$ cat config.mk
export PLATFORM = sky130hd
export DESIGN_NAME = divisor_sequencial
export DESIGN_NICKNAME = d
export VERILOG_FILES = /design/src/rtl/ula_pkg.sv /design/src/rtl/divisor_passo.sv /design/src/rtl/divisor_sequencial.sv
export SDC_FILE = /design/constraint.sdc
export NUM_CORES = 1
export LEC_CHECK = 0
export ABC_AREA = 0
export BUFFER_PORTS_ARGS = -buffer_cell sky130_fd_sc_hd__buf_4
export CAP_MARGIN = 20
export CORE_MARGIN = 4
export CORE_UTILIZATION = 40
export DETAILED_ROUTE_END_ITERATION = 7
export PLACE_DENSITY_LB_ADDON = 0.08
export SLEW_MARGIN = 20
export SYNTH_ARGS = -nofsm -noshare
export SYNTH_HDL_FRONTEND = slang
export SYNTH_HIERARCHICAL = 1
export SYNTH_SLANG_ARGS = --single-unit
$ cat constraint.sdc
create_clock -name clk -period 13.2 [get_ports clk]
set_input_delay 2.64 -clock clk [delete_from_list [all_inputs] [get_ports clk]]
set_output_delay 2.64 -clock clk [all_outputs]
set_load 0.01 [all_outputs]
$ cat src/rtl/ula_pkg.sv
// Shared definitions for the ULA-side datapath: divider FSM states and width constants.
package ula_pkg;

  localparam int BITS_PADRAO = 64;

  typedef enum logic [1:0] {
    OCIOSO  = 2'd0,
    CALCULA = 2'd1,
    AJUSTE  = 2'd2
  } estado_div_t;

  // ISA-mandated results for divide-by-zero quotient and signed overflow.
  localparam logic [BITS_PADRAO-1:0] QUOCIENTE_DIV_ZERO = {BITS_PADRAO{1'b1}};
  localparam logic [BITS_PADRAO-1:0] MAIS_NEGATIVO      = {1'b1, {(BITS_PADRAO-1){1'b0}}};

endpackage

$ cat src/rtl/divisor_passo.sv
// One restoring-division step: shift one dividend bit into the partial remainder and
// subtract |divisor| when it fits.
module divisor_passo
  import ula_pkg::*;
#(
  parameter int BITS = BITS_PADRAO
) (
  input  logic [BITS-1:0] resto,
  input  logic            bit_in,
  input  logic [BITS-1:0] divisor_abs,
  output logic [BITS-1:0] resto_prox,
  output logic            bit_quoc
);

  logic [BITS:0] deslocado;
  logic [BITS:0] tentativa;

  // The shifted remainder needs BITS+1 bits: for unsigned divisors with the MSB set the
  // partial remainder itself may already use all BITS bits.
  assign deslocado = {resto, bit_in};
  assign tentativa = deslocado - {1'b0, divisor_abs};

  // Both operands are below 2*|divisor|, so the top bit of the trial is its sign.
  assign bit_quoc   = ~tentativa[BITS];
  assign resto_prox = bit_quoc ? tentativa[BITS-1:0] : deslocado[BITS-1:0];

endmodule

$ cat src/rtl/divisor_sequencial.sv
// Iterative restoring divider for DIV/DIVU/REM/REMU, one quotient bit per clock.
// Define DIVISOR_ATALHO_EN to resolve divide-by-zero and signed overflow without iterating.
module divisor_sequencial
  import ula_pkg::*;
#(
  parameter int BITS = BITS_PADRAO
) (
  input  logic            clk,
  input  logic            reset,
  input  logic            inicio,
  input  logic [BITS-1:0] dividendo,
  input  logic [BITS-1:0] divisor,
  input  logic            com_sinal,
  input  logic            resto_sel,
  output logic            ocupado,
  output logic            valido,
  output logic [BITS-1:0] dout
);

  localparam int              CW        = $clog2(BITS);
  localparam logic [CW-1:0]   ULTIMA    = CW'(BITS - 1);
  localparam logic [BITS-1:0] TODOS_UNS = QUOCIENTE_DIV_ZERO[BITS_PADRAO-1 -: BITS];
  localparam logic [BITS-1:0] MIN_NEG   = MAIS_NEGATIVO[BITS_PADRAO-1 -: BITS];

  estado_div_t     estado, estado_prox;
  logic [CW-1:0]   cont;
  logic [BITS-1:0] resto_q;
  logic [BITS-1:0] quoc_q;
  logic [BITS-1:0] div_abs_q;
  logic [BITS-1:0] dividendo_q;
  logic            sel_resto_q;
  logic            neg_quoc_q;
  logic            neg_resto_q;
  logic            div_zero_q;
  logic            overflow_q;

  logic            neg_dividendo, neg_divisor;
  logic            div_zero_in, overflow_in;
  logic [BITS-1:0] dividendo_abs, divisor_abs;

  logic [BITS-1:0] resto_prox;
  logic            bit_quoc;
  logic [BITS-1:0] quoc_final, resto_final, resultado;

  // Operand decode, only meaningful in the cycle inicio is accepted.
  assign neg_dividendo = com_sinal & dividendo[BITS-1];
  assign neg_divisor   = com_sinal & divisor[BITS-1];
  assign dividendo_abs = neg_dividendo ? -dividendo : dividendo;
  assign divisor_abs   = neg_divisor ? -divisor : divisor;
  assign div_zero_in   = (divisor == '0);
  assign overflow_in   = com_sinal & (dividendo == MIN_NEG) & (divisor == TODOS_UNS);

  // The quotient register doubles as the dividend shifter: its MSB feeds the step
  // while the new quotient bit enters at the LSB.
  divisor_passo #(
    .BITS (BITS)
  ) u_passo (
    .resto       (resto_q),
    .bit_in      (quoc_q[BITS-1]),
    .divisor_abs (div_abs_q),
    .resto_prox  (resto_prox),
    .bit_quoc    (bit_quoc)
  );

  // NOTE: sequential state uses non-blocking assignments so every register samples
  // pre-edge values regardless of process evaluation order.
  always_ff @(posedge clk or posedge reset) begin
    if (reset) begin
      estado <= OCIOSO;
    end else begin
      estado <= estado_prox;
    end
  end

  // NOTE: the default assignment first keeps this block purely combinational; any
  // path that skipped it would infer a latch.
  always_comb begin
    estado_prox = estado;
    case (estado)
      OCIOSO: begin
        if (inicio) begin
`ifdef DIVISOR_ATALHO_EN
          estado_prox = (div_zero_in || overflow_in) ? AJUSTE : CALCULA;
`else
          estado_prox = CALCULA;
`endif
        end
      end
      CALCULA: begin
        if (cont == ULTIMA) begin
          estado_prox = AJUSTE;
        end
      end
      AJUSTE:  estado_prox = OCIOSO;
      default: estado_prox = OCIOSO;
    endcase
  end

  assign ocupado = (estado != OCIOSO);

  // NOTE: operand storage is reset along with control so an aborted request leaves no
  // stale data observable; these are flops, not a RAM, so the reset costs nothing extra.
  always_ff @(posedge clk or posedge reset) begin
    if (reset) begin
      cont        <= '0;
      resto_q     <= '0;
      quoc_q      <= '0;
      div_abs_q   <= '0;
      dividendo_q <= '0;
      sel_resto_q <= 1'b0;
      neg_quoc_q  <= 1'b0;
      neg_resto_q <= 1'b0;
      div_zero_q  <= 1'b0;
      overflow_q  <= 1'b0;
      valido      <= 1'b0;
      dout        <= '0;
    end else begin
      valido <= 1'b0;
      case (estado)
        OCIOSO: begin
          if (inicio) begin
            cont        <= '0;
            resto_q     <= '0;
            quoc_q      <= dividendo_abs;
            div_abs_q   <= divisor_abs;
            dividendo_q <= dividendo;
            sel_resto_q <= resto_sel;
            neg_quoc_q  <= neg_dividendo ^ neg_divisor;
            neg_resto_q <= neg_dividendo;
            div_zero_q  <= div_zero_in;
            overflow_q  <= overflow_in;
          end
        end
        CALCULA: begin
          resto_q <= resto_prox;
          quoc_q  <= {quoc_q[BITS-2:0], bit_quoc};
          cont    <= cont + CW'(1);
        end
        AJUSTE: begin
          dout   <= resultado;
          valido <= 1'b1;
        end
        default: ;
      endcase
    end
  end

  // Sign correction and ISA overrides; the overrides win over the iterated values.
  always_comb begin
    quoc_final  = neg_quoc_q ? -quoc_q : quoc_q;
    resto_final = neg_resto_q ? -resto_q : resto_q;
    resultado   = sel_resto_q ? resto_final : quoc_final;
    if (div_zero_q) begin
      resultado = sel_resto_q ? dividendo_q : TODOS_UNS;
    end else if (overflow_q) begin
      resultado = sel_resto_q ? '0 : MIN_NEG;
    end
  end

endmodule

# [Yosys cells after proc, flatten, opt, wreduce, memory -nomap -nowiden]
# Index checks and enable logic that the tools add are counted.
[word_totals] ff_bits=334 in_bits=133 output_inout_bits=66 elab_cells=59
[classes] addsub=6 eq_ne=7 n_mux=20 n_bitwise=6 n_reduce_logical=7
[ops] op="2-to-1 mux 64 bit" n=12
[ops] op="negation 64 bit" n=4
[ops] op="case mux 64 bit (2 select lines)" n=2
[ops] op="equality test 64 bit (second input constant)" n=2
[ops] op="subtractor 65 x 64 -> 65 bit" n=1
[ops] op="logical NOT 64 bit" n=1
[ops] op="case mux 6 bit (2 select lines)" n=1
[ops] op="adder 6 x 1 -> 6 bit (second input constant)" n=1
[ops] op="equality test 6 bit (second input constant)" n=1
[ops] op="2-to-1 mux 6 bit" n=1
[ops] op="AND reduction 2 bit" n=3
[ops] op="bitwise AND 1 bit" n=4
[ops] op="2-to-1 mux 2 bit" n=2
[ops] op="inequality test 2 bit (second input constant)" n=2
[ops] op="case mux 2 bit (2 select lines)" n=1
[ops] op="nonzero test 2 bit" n=2
[ops] op="equality test 2 x 1 -> 1 bit (second input constant)" n=1
[ops] op="equality test 2 bit (second input constant)" n=1
[ops] op="logical NOT 2 bit" n=1
[ops] op="2-to-1 mux 1 bit" n=1
[ops] op="NOT 1 bit" n=1
[ops] op="bitwise XOR 1 bit" n=1

# [Depth between registers and ports, before layout]
# Gate-level depths: netlist (run 1).
[logic_depth] depth_word=5 depth_mapped=18 depth_no_buf=15

# [By module]
# Netlist (run 1), hierarchy kept.
[by_module_without_submodules] mod="divisor_sequencial" instances=1 cells_per_inst=2456 area_each_um2=20071.8 seq_area_each_um2=8358.0
[by_module_without_submodules] mod="divisor_passo" instances=1 cells_per_inst=795 area_each_um2=4725.8 seq_area_each_um2=0.0

# [Least setup slack after synthesis (run 1)]
# No wires, ideal clock.
[synth_timing] path_type="input-to-reg" start="input port divisor[0]" end="register div_abs_q[62]" setup_ps=133 arrival_time_ps=4662 t_required_ps=13067 slack_ps=8405 stages=8 path_buffers=0 cell_sequence="inv_1 > ha_1 > or3b_2 > nor4_2 > nand3_1 > o41ai_1 > xor2_1 > o21ai_0"
[synth_between] elab_chain_len=2
[synth_rtl] item="start, declared" line_no="divisor_sequencial.sv:12" source="input logic [BITS-1:0] divisor,"
[synth_rtl] item="negation 64 bit" line_no="divisor_sequencial.sv:49" source="assign divisor_abs = neg_divisor ? -divisor : divisor;"
[synth_rtl] item="2-to-1 mux 64 bit" line_no="divisor_sequencial.sv:49"
[synth_rtl] item="end signal, assigned" line_no="divisor_sequencial.sv:125" source="div_abs_q <= divisor_abs;"
[synth_rtl] item="end, declared" line_no="divisor_sequencial.sv:29" source="logic [BITS-1:0] div_abs_q;"
# Every way passes these cells.
# A chain may end at the register's enable or synchronous reset.

# [Final worst setup path (run 1)]
[layout_timing] start="input port dividendo[4]" end="register quoc_q[52]"
[layout_between] elab_chain_len=4
[layout_rtl] item="start, declared" line_no="divisor_sequencial.sv:11" source="input logic [BITS-1:0] dividendo,"
[layout_rtl] item="negation 64 bit" line_no="divisor_sequencial.sv:48" source="assign dividendo_abs = neg_dividendo ? -dividendo : dividendo;"
[layout_rtl] item="2-to-1 mux 64 bit" line_no="divisor_sequencial.sv:48"
[layout_rtl] item="2-to-1 mux 64 bit" line_no="divisor_sequencial.sv:121" source="if (inicio) begin"
[layout_rtl] item="case mux 64 bit (2 select lines)" line_no="divisor_sequencial.sv:119" source="case (estado)"
[layout_rtl] item="end signal, assigned" line_no="divisor_sequencial.sv:124" source="quoc_q <= dividendo_abs;"
[layout_rtl] item="end signal, assigned" line_no="divisor_sequencial.sv:136" source="quoc_q <= {quoc_q[BITS-2:0], bit_quoc};"
[layout_rtl] item="end, declared" line_no="divisor_sequencial.sv:28" source="logic [BITS-1:0] quoc_q;"
# Every way passes these cells. The select of a mux whose other input is x is not followed.

==> results of run 1 <==
## how the worst max path moves through the flow
stage	cells after the start	endpoint	start
global route	8	quoc_q[52]	dividendo[10]
detailed placement	8	quoc_q[50]	dividendo[4]
CTS	8	quoc_q[52]	dividendo[4]
floorplan	1	cont[0]	reset
global placement	8	quoc_q[48]	dividendo[4]
finish	8	quoc_q[52]	dividendo[4]
## cells by family after synthesis
logic type,share of synthesized area [%]
AOI/OAI and AO/OA,24.48
xor gates and xnor gates,9.037
adders and majority gates,3.613
buffers and inverters,5.000
DFF,33.71
muxes,0.7921
and+or+nand+nor,23.38
## critical path, stage by stage
cell and delay, ps:
buf_4 130, nor4_1 900, and4_1 430, nand2_1 220, nor3_1 780, a211oi_1 160
a31oi_1 180, o21ai_0 90
## metrics by stage
step | total power, mW | setup WS, ps | cells | instance area, µm²
after floorplan | 4.426 | 1307 | 3251 | 24800
after global placement | 5.415 | 7579 | 4060 | 26740
after detailed placement | 5.445 | 7535 | 4061 | 26760
after CTS | 6.658 | 8158 | 4136 | 28160
after global routing | 7.260 | 7854 | 4136 | 28160
final | 6.686 | 8103 | 4136 | 28160
## flip-flops by register name, indices dropped and copies added (netlist names)
| register | cells |
|---|---|
| cont | 6 |
| div_abs_q | 64 |
| div_zero_q | 1 |
| dividendo_q | 64 |
| dout | 64 |
| estado | 2 |
| neg_quoc_q | 1 |
| neg_resto_q | 1 |
| overflow_q | 1 |
| quoc_q | 64 |
| resto_q | 64 |
| sel_resto_q | 1 |
| valido | 1 |
## metal layers
layer  wire length (µm)  part of all wire [%]  track usage, %
met1              42870                    46           39.49
met2              41070                    45           42.31
met3               5771                   6.3           3.897
met4               2523                   2.7           7.107
met5                  0                     0               0
## power by group through the flow
stage / Clock [mW] / Combinational (mW) / Sequential, mW
4_1_cts: 1.21 / 3.52 / 1.93
5_1_grt: 1.25 / 4.01 / 2.00
3_5_place_dp: 0 / 3.50 / 1.94
3_3_place_gp: 0 / 3.48 / 1.93
6_report: 1.18 / 3.56 / 1.95
2_1_floorplan: 0 / 2.73 / 1.70
## area by class of cell
class,count,area (µm²),share of cell area [%]
multi-input cells,2597,15250,54.18
flip-flops and latches,334,8361,29.69
repair buffers,230,1734,6.159
clock buffers,56,1195,4.244
well taps,790,988.4,3.510
inverters,110,420.4,1.493
clock inverters,19,203.9,0.7243
## cells in the final DEF, fill, tap and decap left out, types with 10 or more instances in the layout
| cell type | count |
|---|---|
| a211oi_1 | 17 |
| a21o_1 | 22 |
| a21oi_1 | 171 |
| a221oi_1 | 19 |
| a22o_1 | 27 |
| a22oi_1 | 35 |
| a31oi_1 | 37 |
| and3_1 | 12 |
| buf_4 | 229 |
| clkbuf_16 | 43 |
| clkinv_2 | 10 |
| dfrtp_1 | 332 |
| ha_1 | 70 |
| inv_1 | 107 |
| mux2i_1 | 17 |
| nand2_1 | 625 |
| nand2b_1 | 20 |
| nand3_1 | 50 |
| nand4_1 | 62 |
| nor2_1 | 226 |
| nor3_1 | 73 |
| nor3b_1 | 11 |
| nor4_1 | 47 |
| o211ai_1 | 20 |
| o21a_1 | 15 |
| o21ai_0 | 436 |
| o21ai_1 | 12 |
| o21bai_1 | 13 |
| o221ai_1 | 10 |
| o22ai_1 | 16 |
| o31ai_1 | 59 |
| o41ai_1 | 29 |
| or2_2 | 11 |
| or3_1 | 28 |
| or4_1 | 30 |
| xnor2_1 | 112 |
| xor2_1 | 142 |
==> reports/qor.yml, run 1 <==
logic_synthesis:
  yosysTopAreaCell: "dfrtp_1"
  synth-seq-cells: 334
  post_synth_num_cell_types: 92
  synth.yosys.warnings: 6
  synth_top_cells_by_area: "dfrtp_1 34%, nand2_1 9.5%, o21ai_0 8.8%"
  async_reset_ff_share_pct: 100.0
  mappedNetlistArea_mm2: 0.02480
  synth-edff-count: 0
  mappedNetlistNets: 3455
  proportion_of_synthesized_chip_area_in_sequential_cells_pct: 33.71
  synth_top_cell_area_share_pct: 33.71
  ys.flop_type: "dfrtp_1"
  synth.avg_cell_area_um2: 7.628
  post_syn_instances: 3251
  synthTopCellsByCount: "626 x nand2_1, 436 x o21ai_0, 334 x dfrtp_1"
  synth.most_common_cell: "nand2_1"
worst_hold_path:
  min_from: "dividendo_q[17]"
  min_to: "dividendo_q[17]"
  worstHoldPathCells: 2
  worst_hold_path_type: "flop to flop"
worst_setup_path:
  setup.worst_path.class: "input port to flop"
  crit-reg2reg-capture: "resto_q[8]"
  crit_path_start_kind: "input port"
  worst_setup_path_end_kind: "flop"
  critical_path_required_ps: 13640
  critPathArrivalTime_ps: 5540
  worst-path-max-fanout: 8
  rrSetupSlack_ps: 8450
  worstReg2RegStart: "quoc_q[63]"
  r2r.worst_path.cells: 16
cells_and_area:
  fillCellCount: 6210
  layout.nets: 3519
  syn_to_final_growth_pct: 13.55
  drive_gt1_share_pct: 10.76
  antenna_cells_inserted: 0
  post-route-util_pct: 45.80
cts:
  cts-resized-gates: 0
  tritoncts: "yes"
  clk-insertion-delay-late_ps: 590
  hold_buffer_count_at_cts: 0
  cts.repair_timing.setup_buffer_count: 0
  clk_pin_slew_worst_paths_ps: 60
  h-tree-depth: 2
  cts-root-buf: "clkbuf_16"
  cts.sink_count: 334
  clock_path_buffers: 3
  cts_made_buffers: 42
floorplanning:
  placement_rows: 91
  dieHeight_um: 257.0
  initial_core_util_pct: 40.33
  die_area_mm2: 0.06604
  io_pins: 199
  floorplan.core_area_mm2: 0.06148
  floorplan.die.width_um: 257.0
power:
  fraction_of_power_consumed_by_combinational_cells_pct: 53.2
  power.ir.vdd_worst_mv: 0.1998
  p_clk_share_pct: 17.7
  share_seq_of_total_power_pct: 29.1
  p_leak_nw: 11.78
  netSwitchingFraction_pct: 48.74
  power_report.internal_total_mw: 3.427
  p_sw_mw: 3.259
  power.density_mw_per_mm2: 237.4
drt:
  via_count: 24520
  route.detailed.vias_per_inst: 5.928
  detail_route.first_pass.iterations: 8
  drc: 0
  wl_per_cell_um: 22.30
  dr.first_iter.drc_count: 2122
  wirelength_mm: 92.24
  antenna_violating_nets_post_route: 0
timing:
  slew_limit_headroom_pct: 29.07
  worst_pin_slew_ps: 1054
  final_period_minus_worst_setup_slack_ps: 5097
  timing.final.hold_violations: 0
  layout_worst_path_cycle_share_pct: 38.62
  drv_slew: 0
  finalSetupViolations: 0
  skew_ps: 25.36
  timing.fmax_ghz: 0.1962
  whs_ps: 467.0
  rsz0062_at_grt: "no"
  totalNegativeSetupSlack_ps: 0
place:
  io_buffers: 198
  gp_congestion: 0.9198
  hpwlAfterDp_mm: 68.49
global_routing:
  grt_overflow: 0
  antenna_violations_before_repair: 1
  groute.usage.overall_pct: 27.09
  pin_count_of_the_biggest_net_entering_global_routing: 111
  grt_pass1_vias: 23500
  global_route_wire_length_before_repair_mm: 143.1
outcome:
  run_status: "completed"
run:
  timing.max_cap.violations: 0
Power figures use the tool's default switching activity.
==> run 2, diff against run 1 <==
ABC_AREA = 1   (was 0)
clock period = 4.9 ns   (was 13.2 ns; I/O delays follow)
==> run 2 against run 1 <==
Against the previous run: flip-flop and latch count stayed put; final area is 18% higher; critical endpoint is now resto_q[52]; first-iteration DRC count is 69% higher; global-route usage is 4.2 points higher; die area is 18% higher; via count is 34% higher; clock skew is 12 ps higher; clock-buffer cell count is 1 higher; worst hold slack worse by 30 ps; combinational power grew to 3.3 times the previous value.
==> reports/qor.yml, run 2 <==
outcome:
  run_status: "completed"  # unchanged
cells_and_area:
  final_common_cell: "nand2_1"  # unchanged
  syn_to_final_growth_pct: 12.51  # was 13.55%
  post-route-util_pct: 45.39  # was 45.80%
  drive_gt1_share_pct: 8.227  # was 10.76%
  fillCellCount: 7989  # was 6210
  most-common-layout-cells: "1640 x nand2_1, 673 x inv_1, 629 x nor2_1, 417 x nand3_1, 330 x dfrtp_1"  # was 625 x nand2_1, 436 x o21ai_0, 332 x dfrtp_1, 229 x buf_4, 226 x nor2_1
  layout.area.seq_mm2: 0.008363  # was 0.008361 mm²
  layout.nets: 5278  # was 3519
  multiInputGateArea_mm2: 0.01781  # was 0.01525 mm²
power:
  power_report.internal_total_mw: 9.018  # was 3.427 mW
  share_seq_of_total_power_pct: 24.1  # was 29.1%
  netSwitchingFraction_pct: 54.61  # was 48.74%
  finalPower_mw: 19.87  # was 6.686 mW
  fraction_of_power_consumed_by_combinational_cells_pct: 60.0  # was 53.2%
  p_leak_nw: 17.30  # was 11.78 nW
  p_clk_share_pct: 15.9  # was 17.7%
  p_sw_mw: 10.85  # was 3.259 mW
  power.density_mw_per_mm2: 599.9  # was 237.4 mW/mm²
  power.ir.vdd_worst_mv: 0.3490  # was 0.1998 mV
floorplanning:
  placement_rows: 99  # was 91
  io_pins: 199  # unchanged
  initial_core_util_pct: 40.35  # was 40.33%
  floorplan.die.width_um: 279.3  # was 257.0 µm
  floorplan.core_area_mm2: 0.07296  # was 0.06148 mm²
  dieHeight_um: 279.3  # was 257.0 µm
  die_area_mm2: 0.07799  # was 0.06604 mm²
place:
  hpwlAfterDp_mm: 99.97  # was 68.49 mm
  io_buffers: 198  # unchanged
  gp_congestion: 0.9633  # was 0.9198
logic_synthesis:
  synth_fa_ha_area_share_pct: 3.043  # was 3.613%
  async_reset_ff_share_pct: 100.0  # unchanged
  ys.flop_type: "dfrtp_1"  # unchanged
  post_syn_instances: 4955  # was 3251
  synth-seq-cells: 334  # unchanged
  synthTopCellsByCount: "1642 x nand2_1, 675 x inv_1, 631 x nor2_1"  # was 626 x nand2_1, 436 x o21ai_0, 334 x dfrtp_1
  synth.yosys.warnings: 6  # unchanged
  proportion_of_synthesized_chip_area_in_sequential_cells_pct: 28.39  # was 33.71%
  yosysTopAreaCell: "dfrtp_1"  # unchanged
  synth.avg_cell_area_um2: 5.941  # was 7.628 µm²
  synth_top_cells_by_area: "dfrtp_1 28%, nand2_1 21%, inv_1 8.6%"  # was dfrtp_1 34%, nand2_1 9.5%, o21ai_0 8.8%
  area_share_of_xor_xnor_cells_in_the_synthesized_design_pct: 3.124  # was 9.037%
  synth.most_common_cell: "nand2_1"  # unchanged
  synth_top_family_by_area: "simple AND/OR/NAND/NOR gates"  # was compound AO/OA/AOI/OAI gates
  muxShareOfSynthArea_pct: 0  # was 0.7922%
  synth_top_cell_area_share_pct: 28.39  # was 33.71%
  mappedNetlistArea_mm2: 0.02944  # was 0.02480 mm²
  synth-edff-count: 0  # unchanged
  post_synth_num_cell_types: 54  # was 92
  mappedNetlistNets: 5159  # was 3455
  synth_simple_gate_area_share_pct: 42.17  # was 23.38%
  share_of_the_synthesized_area_in_compound_gates_ao_oa_aoi_oai_pct: 12.08  # was 24.48%
drt:
  dr.first_iter.drc_count: 3589  # was 2122
  wirelength_mm: 125.7  # was 92.24 mm
  via_count: 32930  # was 24520
  wl_per_cell_um: 20.73  # was 22.30 µm
  detail_route.first_pass.iterations: 6  # was 8
  antenna_violating_nets_post_route: 0  # unchanged
  route.detailed.vias_per_inst: 5.430  # was 5.928
  drc: 0  # unchanged
worst_setup_path:
  worst-path-max-fanout: 34  # was 8
  critPathArrivalTime_ps: 4180  # was 5540 ps
  r2r.worst_path.cells: 21  # was 16
  crit_path_start_kind: "flop"  # was input port
  worst_setup_path_end_kind: "flop"  # unchanged
  crit-reg2reg-capture: "resto_q[52]"  # was resto_q[8]
  worstReg2RegStart: "quoc_q[63]"  # unchanged
  rrSetupSlack_ps: 1190  # was 8450 ps
  critical_path_required_ps: 5370  # was 13640 ps
  setup.worst_path.class: "flop to flop"  # was input port to flop
cts:
  hold_buffer_count_at_cts: 0  # unchanged
  tritoncts: "yes"  # unchanged
  cts_made_buffers: 42  # unchanged
  cts-resized-gates: 0  # unchanged
  clk-insertion-delay-late_ps: 590  # about the same
  h-tree-depth: 2  # unchanged
  clk_pin_slew_worst_paths_ps: 60  # about the same
  cts.repair_timing.setup_buffer_count: 0  # unchanged
  cts-root-buf: "clkbuf_16"  # unchanged
  clock_path_buffers: 3  # unchanged
  cts.sink_count: 334  # unchanged
timing:
  timing.final.hold_violations: 0  # unchanged
  whs_ps: 436.9  # was 467.0 ps
  slew_limit_headroom_pct: 24.47  # was 29.07%
  worst_pin_slew_ps: 1124  # was 1054 ps
  drv_slew: 0  # unchanged
  timing.fmax_ghz: 0.2696
  final_period_minus_worst_setup_slack_ps: 3709
  finalSetupViolations: 0  # unchanged
  layout_worst_path_cycle_share_pct: 75.69
  rsz0062_at_grt: "no"  # unchanged
  skew_ps: 37.49  # was 25.36 ps
global_routing:
  pin_count_of_the_biggest_net_entering_global_routing: 100  # was 111
  antenna_violations_before_repair: 8  # was 1
  grt_pass1_vias: 30280  # was 23500
  groute.usage.overall_pct: 31.32  # was 27.09%
  global_route_wire_length_before_repair_mm: 188.6  # was 143.1 mm
  grt_overflow: 0  # unchanged
worst_hold_path:
  worst_hold_path_type: "input port to async pin"  # was flop to flop
run:
  timing.max_cap.violations: 0  # unchanged
==> run 2: through the flow <==
step / instances / setup TNS (ps) / setup slack (ps) / cell area, µm²
floorplan: 4955 / -181230 / -542.6 / 29440
global route: 6064 / 0 / 869.2 / 33110
finish: 6065 / 0 / 1191 / 33120
CTS: 6064 / 0 / 1240 / 33110
global placement: 5989 / 0 / 1357 / 31740
detailed placement: 5989 / 0 / 1276 / 31740
==> run 2: cell type report <==
cell class | instances | area share [%]
antenna | 1 | 0.007556
inverter | 690 | 7.843
timing repair buffer | 230 | 5.327
sequential | 334 | 25.25
tap | 959 | 3.623
clock inverter | 18 | 0.6612
clock buffer | 57 | 3.495
multi-input combinational | 3776 | 53.79
==> run 2: cells by family after synthesis <==
logic type,after synthesis
DFF,334
buffers and inverters,845
xor gates and xnor gates,105
and+or+nand+nor,2966
AOI/OAI and AO/OA,634
adders and majority gates,71
==> run 2: worst max-delay path by stage <==
stage / cells past startpoint / slack, ps / endpoint / startpoint
5_1_grt: 21 / 870 / resto_q[53] / quoc_q[63]
3_5_place_dp: 21 / 1280 / resto_q[53] / quoc_q[63]
4_1_cts: 21 / 1240 / resto_q[52] / quoc_q[63]
6_report: 21 / 1190 / resto_q[52] / quoc_q[63]
2_1_floorplan: 1 / -540 / cont[0] / reset
3_3_place_gp: 12 / 1360 / div_abs_q[60] / divisor[0]
==> run 2: worst max-delay path: stages (launching register included) <==
cell and delay [ps]:
dfrtp_1 480, inv_1 80, ha_1 220, fa_1 420, inv_1 90, nand2_1 50, nand2_1 60, nand3_1 70
nand2_2 120, nand2_1 70, nand2_2 110, nand2_1 80, nand2_2 90, nand2_2 70, nand2_1 90, nand2_1 70
nand2_2 460, buf_4 540, nand2_1 110, nand2_1 80, nand2_1 50, o21ai_0 110
==> run 2: power groups by stage <==
stage	clock [mW]	combinational (mW)	sequential, mW
detailed placement	0	11.7	4.80
global placement	0	11.7	4.78
finish	3.16	11.9	4.79
CTS	3.21	11.7	4.77
floorplan	0	8.37	4.26
global route	3.33	13.3	4.88
==> run 2: per-layer routing <==
metal  wire (µm)  vias up  global-route usage (%)
met4        3837       14                   8.903
met2       54670     1374                   47.98
li1            -    16010                       -
met5          79        -                       0
met1       56870    15340                   45.53
met3       10230      202                   5.242
